### src/rtl/alu_pkg.sv
// rtl/alu_pkg.sv - shared opcodes, FSM states and default widths for the execute stage
package alu_pkg;

  localparam int ALU_WIDTH = 8;
  localparam int ALU_AW    = 5;

  localparam logic [3:0] OP_NOP = 4'd0;
  localparam logic [3:0] OP_MOV = 4'd1;
  localparam logic [3:0] OP_ADD = 4'd2;
  localparam logic [3:0] OP_SUB = 4'd3;
  localparam logic [3:0] OP_AND = 4'd4;
  localparam logic [3:0] OP_OR  = 4'd5;
  localparam logic [3:0] OP_XOR = 4'd6;
  localparam logic [3:0] OP_SHL = 4'd7;
  localparam logic [3:0] OP_SHR = 4'd8;
  localparam logic [3:0] OP_CMP = 4'd9;
  localparam logic [3:0] OP_MUL = 4'd10;

  typedef enum logic {
    ST_IDLE = 1'b0,
    ST_MUL  = 1'b1
  } state_t;

endpackage

### src/rtl/mul_seq.sv
// rtl/mul_seq.sv - iterative shift-add multiplier, one multiplier bit per clock, LSB first
module mul_seq
  import alu_pkg::*;
#(
  parameter int WIDTH = ALU_WIDTH,
  parameter int SHW   = 3
) (
  input  logic                 clk,
  input  logic                 rst,
  input  logic                 start_i,
  input  logic [WIDTH-1:0]     a_i,
  input  logic [WIDTH-1:0]     b_i,
  output logic                 done_o,
  output logic [2*WIDTH-1:0]   product_o
);

  logic                 run_q;
  logic [SHW-1:0]       cnt_q;
  logic [2*WIDTH-1:0]   mcand_q;
  logic [2*WIDTH-1:0]   acc_q;
  logic [2*WIDTH-1:0]   acc_d;
  logic [WIDTH-1:0]     mplier_q;

  assign acc_d     = mplier_q[0] ? (acc_q + mcand_q) : acc_q;
  // product_o is the accumulator after the current step, so the caller can register it on the final edge
  assign done_o    = run_q && (cnt_q == SHW'(WIDTH - 1));
  assign product_o = acc_d;

  always_ff @(posedge clk or posedge rst) begin
    if (rst) begin
      run_q    <= 1'b0;
      cnt_q    <= '0;
      mcand_q  <= '0;
      acc_q    <= '0;
      mplier_q <= '0;
    end else if (start_i) begin
      run_q    <= 1'b1;
      cnt_q    <= '0;
      mcand_q  <= {{WIDTH{1'b0}}, a_i};
      acc_q    <= '0;
      mplier_q <= b_i;
    end else if (run_q) begin
      acc_q    <= acc_d;
      mcand_q  <= mcand_q << 1;
      mplier_q <= mplier_q >> 1;
      cnt_q    <= cnt_q + SHW'(1);
      if (done_o) begin
        run_q <= 1'b0;
      end
    end
  end

endmodule

### src/rtl/alu_exec.sv
// rtl/alu_exec.sv - execute stage: single-cycle ALU, iterative MUL, writeback and status flags
module alu_exec
  import alu_pkg::*;
#(
  parameter int WIDTH = ALU_WIDTH,
  parameter int AW    = ALU_AW,
  parameter int SHW   = 3
) (
  input  logic             clk,
  input  logic             rst,
  input  logic             in_valid,
  output logic             in_ready,
  input  logic [3:0]       op,
  input  logic [WIDTH-1:0] opa,
  input  logic [WIDTH-1:0] opb,
  input  logic [WIDTH-1:0] imm,
  input  logic             use_imm,
  input  logic [AW-1:0]    dst,
  output logic             wb_we,
  output logic [AW-1:0]    wb_dst,
  output logic [WIDTH-1:0] wb_data,
  output logic             flag_z,
  output logic             flag_c,
  output logic             busy
);

  state_t               state_q;
  logic                 wb_we_q;
  logic [AW-1:0]        wb_dst_q;
  logic [WIDTH-1:0]     wb_data_q;
  logic                 flag_z_q;
  logic                 flag_c_q;
  logic [AW-1:0]        mul_dst_q;

  logic                 accept;
  logic                 mul_start;
  logic                 mul_done;
  logic [2*WIDTH-1:0]   mul_prod;

  logic [WIDTH-1:0]     b_val;
  logic [SHW-1:0]       shamt;
  logic [WIDTH:0]       sum;
  logic [WIDTH:0]       diff;
  logic [WIDTH:0]       shl_w;
  logic [WIDTH:0]       shr_w;
  logic [WIDTH-1:0]     alu_r;
  logic                 alu_c;
  logic                 alu_we;
  logic                 alu_upd;

  assign in_ready  = (state_q == ST_IDLE);
  assign busy      = (state_q == ST_MUL);
  assign accept    = in_valid && in_ready;
  assign mul_start = accept && (op == OP_MUL);

  assign b_val = use_imm ? imm : opb;
  assign shamt = b_val[SHW-1:0];
  assign sum   = {1'b0, opa} + {1'b0, b_val};
  assign diff  = {1'b0, opa} - {1'b0, b_val};
  // One guard bit on each shift catches the last bit shifted out; a zero shift leaves it 0
  assign shl_w = {1'b0, opa} << shamt;
  assign shr_w = {opa, 1'b0} >> shamt;

  always_comb begin
    alu_r   = '0;
    alu_c   = flag_c_q;
    alu_we  = 1'b0;
    alu_upd = 1'b0;
    case (op)
      OP_MOV: begin alu_r = b_val;            alu_we = 1'b1; alu_upd = 1'b1; end
      OP_ADD: begin alu_r = sum[WIDTH-1:0];   alu_c = sum[WIDTH];  alu_we = 1'b1; alu_upd = 1'b1; end
      OP_SUB: begin alu_r = diff[WIDTH-1:0];  alu_c = diff[WIDTH]; alu_we = 1'b1; alu_upd = 1'b1; end
      OP_AND: begin alu_r = opa & b_val;      alu_c = 1'b0; alu_we = 1'b1; alu_upd = 1'b1; end
      OP_OR:  begin alu_r = opa | b_val;      alu_c = 1'b0; alu_we = 1'b1; alu_upd = 1'b1; end
      OP_XOR: begin alu_r = opa ^ b_val;      alu_c = 1'b0; alu_we = 1'b1; alu_upd = 1'b1; end
      OP_SHL: begin alu_r = shl_w[WIDTH-1:0]; alu_c = shl_w[WIDTH]; alu_we = 1'b1; alu_upd = 1'b1; end
      OP_SHR: begin alu_r = shr_w[WIDTH:1];   alu_c = shr_w[0];     alu_we = 1'b1; alu_upd = 1'b1; end
      OP_CMP: begin alu_r = diff[WIDTH-1:0];  alu_c = diff[WIDTH];  alu_upd = 1'b1; end
      default: begin end
    endcase
  end

  mul_seq #(
    .WIDTH (WIDTH),
    .SHW   (SHW)
  ) u_mul (
    .clk       (clk),
    .rst       (rst),
    .start_i   (mul_start),
    .a_i       (opa),
    .b_i       (b_val),
    .done_o    (mul_done),
    .product_o (mul_prod)
  );

  always_ff @(posedge clk or posedge rst) begin
    if (rst) begin
      state_q   <= ST_IDLE;
      wb_we_q   <= 1'b0;
      wb_dst_q  <= '0;
      wb_data_q <= '0;
      flag_z_q  <= 1'b0;
      flag_c_q  <= 1'b0;
      mul_dst_q <= '0;
    end else begin
      wb_we_q <= 1'b0;
      case (state_q)
        ST_IDLE: begin
          if (accept) begin
            if (op == OP_MUL) begin
              state_q   <= ST_MUL;
              mul_dst_q <= dst;
            end else begin
              if (alu_upd) begin
                flag_z_q <= (alu_r == '0);
                flag_c_q <= alu_c;
              end
              if (alu_we) begin
                wb_we_q   <= 1'b1;
                wb_dst_q  <= dst;
                wb_data_q <= alu_r;
              end
            end
          end
        end
        ST_MUL: begin
          if (mul_done) begin
            state_q   <= ST_IDLE;
            wb_we_q   <= 1'b1;
            wb_dst_q  <= mul_dst_q;
            wb_data_q <= mul_prod[WIDTH-1:0];
            flag_z_q  <= (mul_prod[WIDTH-1:0] == '0);
            flag_c_q  <= (mul_prod[2*WIDTH-1:WIDTH] != '0);
          end
        end
        default: state_q <= ST_IDLE;
      endcase
    end
  end

  assign wb_we   = wb_we_q;
  assign wb_dst  = wb_dst_q;
  assign wb_data = wb_data_q;
  assign flag_z  = flag_z_q;
  assign flag_c  = flag_c_q;

endmodule
### config.mk
export PLATFORM = sky130hd
export DESIGN_NAME = alu_exec
export DESIGN_NICKNAME = d
export VERILOG_FILES = /design/src/rtl/alu_pkg.sv /design/src/rtl/mul_seq.sv /design/src/rtl/alu_exec.sv
export SDC_FILE = /design/constraint.sdc
export NUM_CORES = 1
export LEC_CHECK = 0
export CAP_MARGIN = 0
export CORE_MARGIN = 1
export CORE_UTILIZATION = 55
export DETAILED_ROUTE_END_ITERATION = 12
export PLACE_DENSITY_LB_ADDON = 0.2
export SETUP_SLACK_MARGIN = 0.5
export SYNTH_ARGS = -nofsm -noshare
export SYNTH_HDL_FRONTEND = slang
export SYNTH_SLANG_ARGS = --single-unit
### constraint.sdc
create_clock -name clk -period 8.63 [get_ports clk]
set_input_delay 2.589 -clock clk [delete_from_list [all_inputs] [get_ports clk]]
set_output_delay 2.589 -clock clk [all_outputs]
set_load 0.005 [all_outputs]
==> metrics.txt <==
crit path cell chain clkdlybuf4s50_1 -> mux2i_4 -> inv_4 -> ha_1 -> fa_1 -> o21ba_2 -> nor4_1 -> a211oi_1 -> o21bai_1 -> a211oi_1 -> or4b_1 -> a31oi_1 -> a41oi_1; FFs w/ async S/R, synth 100.0%; beginning of the worst register-to-register path u_mul.acc_q[0]$_DFFE_PP0P_; Vias 5416; LEAKAGE 2.827 nW; top post-synthesis cells by count nand2_1, dfrtp_1, nor2_1, mux2i_1, a21oi_1; FF+latch count, synth 66; worst r2r dst flag_c$_DFFE_PP0P_; required time of the critical path 8810 ps; pin count of the biggest net entering global routing 67; root buf cell clkbuf_8; DIE AREA 0.01071 mm²; Worst Setup Start Kind input port; register area share after synthesis 29.16%; post-route cell area 0.006487 mm²; mapped cell area 0.005663 mm²; TritonRoute pass-1 iters 5; CTS tree built; final clock skew 7.739 ps; grt ovf 0; EDFF count, synth 0; DRT iter0 DRCs 389; Tightest Hold Check Type reg2reg; Rel. slew slack 44.71%; Crit path largest cell delay 820 ps; Synth top area share 29.16%; Synth Flop Type dfrtp_1; ant diodes 0; pwr/cell area 291.6 mW/mm²; final wirelength 16540 µm; Fmax 0.1589 GHz; Synth area leader dfrtp_1; DRC viols 0; Area contributors post-synth dfrtp_1, ha_1, mux2i_1, nand2_1, a21oi_1; GPL Wtd Cong 0.9891; global-route wire length before repair 26300 µm; Synth Warn # 0; Placed Instances 838; max-slew violation count 0; Worst setup startpoint use_imm; Tot GR Track Use 32.50%; post-route antenna net violation count 0; syn_nets 763; Synth Instances 681; CP most frequent cell a211oi_1; Port Buffer Count 54; Final period util 72.90%; # hold bufs at CTS 0; Post-DP Area 0.006295 mm²; Via-to-Cell Ratio 6.349; layout cells sized above 1 6.806%; CP max-delay cell clkdlybuf4s50_1; FILL cells 830; Die Width 103.5 µm; IO Pins 55; Area growth syn-to-layout 14.56%; final setup fails 0; Layout Nets 798; Final TNS setup 0 ps; clock latency on the worst-skew pair 330 ps; CP endpoint kind register; post-DP HPWL 12110 µm; Crit Path Category in2reg; # rows 36; max cap viols 0; RSZ-0062 raised after global routing false; Initial Utilization 57.41%; Tmin final 6291 ps; VDD IR max 171.3 µV; Hold Path Origin mul_dst_q[4]$_DFFE_PP0P_; post-route insts no fill 853; average instance area after synthesis 8.316 µm²; outcome complete, no violations; CP Capture Point flag_c$_DFFE_PP0P_; count leader, synth nand2_1; Num CTS Buffers 9; Reg2Reg Depth 10; CTS max path bufs 2; critical path's top delay family buffers and inverters; initial antenna violation count 0; Die Y 103.5 µm; internal reg-to-reg setup slack 5450 ps; clock-pin slew on the worst setup and hold paths 70 ps; clk sinks 66; CTS HTree Levels 3; synth unique cells 74; vias in the first global route 5103; Crit Path Max Fanout 20; CP arrival 6470 ps; Crit path buffers/inverters 2; Hold Fails Final Rpt 0; CP Depth 13; Worst-Margin Slew 829.3 ps; drt wl/cell 19.40 µm; Post-CTS Resized 0; core footprint 0.009864 mm²; Setup Fix Bufs, Post-CTS 0
## worst min-delay path: cells and delay by family, from the launching register on
kind | cells | cell delay, ps
flops | 1 | 340
simple gates | 2 | 110
## metrics by stage
stage / utilization (%) / hold slack (ps) / power (mW) / setup slack, ps
3_3_place_gp: 63.81 / 458.1 / 1.573 / 2216
3_5_place_dp: 63.81 / 461.8 / 1.613 / 2074
2_1_floorplan: - / 445.4 / 1.289 / 3068
4_1_cts: 65.77 / 480.3 / 1.880 / 2412
6_report: 65.77 / 480.9 / 1.892 / 2339
5_1_grt: 65.77 / 502.7 / 2.034 / 2103
## where the power goes
| part | total, mW | internal [mW] | switching [mW] |
|---|---|---|---|
| Clock | 0.258 | 0.139 | 0.119 |
| Combinational | 1.09 | 0.467 | 0.619 |
| Sequential | 0.549 | 0.445 | 0.104 |
## metal layers
layer | wire, µm | vias up | GRT usage (%)
li1 | - | 2541 | -
met1 | 7637 | 2648 | 46.45
met2 | 7281 | 205 | 48.96
met3 | 1378 | 22 | 8.132
met4 | 247 | 0 | 8.342
met5 | 0 | - | 0
## area by class of cell
class	count	area (µm²)	area share [%]
clock inverter	5	55.05	0.8486
multi-input combinational	541	3726	57.43
tap	133	166.4	2.565
timing repair buffer	65	623.1	9.605
clock buffer	10	137.6	2.122
sequential	66	1653	25.48
inverter	33	126.4	1.948
## cells by family (layout without fill, tap and decap cells)
group / after synthesis / in the layout / share of synthesized area, %
AND/OR/NAND/NOR: 224 / 224 / 18.01
adder cells (fa/ha/maj): 45 / 45 / 10.34
buffers and inverters: 74 / 113 / 5.126
flip-flops: 66 / 66 / 29.16
multiplexers: 65 / 65 / 12.95
AO/OA/AOI/OAI: 191 / 191 / 21.94
XOR/XNOR: 16 / 16 / 2.475
## layout by cell type, fill, tap and decap left out, types with 18 or more instances in the layout
cell	n
a211oi_1	18
ha_1	42
a21oi_1	46
dfrtp_1	65
mux2i_1	52
inv_1	30
nand2_1	99
nor2_1	55
o21ai_0	43
clkdlybuf4s50_1	54
## worst min-delay path by stage
| stage | to | slack (ps) | cells after the start |
|---|---|---|---|
| global route | mul_dst_q[4]$_DFFE_PP0P_ | 500 | 2 |
| finish | mul_dst_q[4]$_DFFE_PP0P_ | 480 | 2 |
| global placement | wb_data[3]$_DFFE_PP0P_ | 460 | 2 |
| floorplan | mul_dst_q[0]$_DFFE_PP0P_ | 450 | 2 |
| CTS | mul_dst_q[4]$_DFFE_PP0P_ | 480 | 2 |
| detailed placement | mul_dst_q[4]$_DFFE_PP0P_ | 460 | 2 |
## sequential cells by signal, summed over array words and instances, names as in the netlist
name            flops
busy                1
wb_data             8
u_mul.cnt_q         3
mul_dst_q           5
wb_we               1
u_mul.acc_q        16
wb_dst              5
u_mul.mcand_q      16
u_mul.mplier_q      8
flag_c              1
flag_z              1
u_mul.run_q         1
Note: power is estimated with default switching activity, not from simulation.
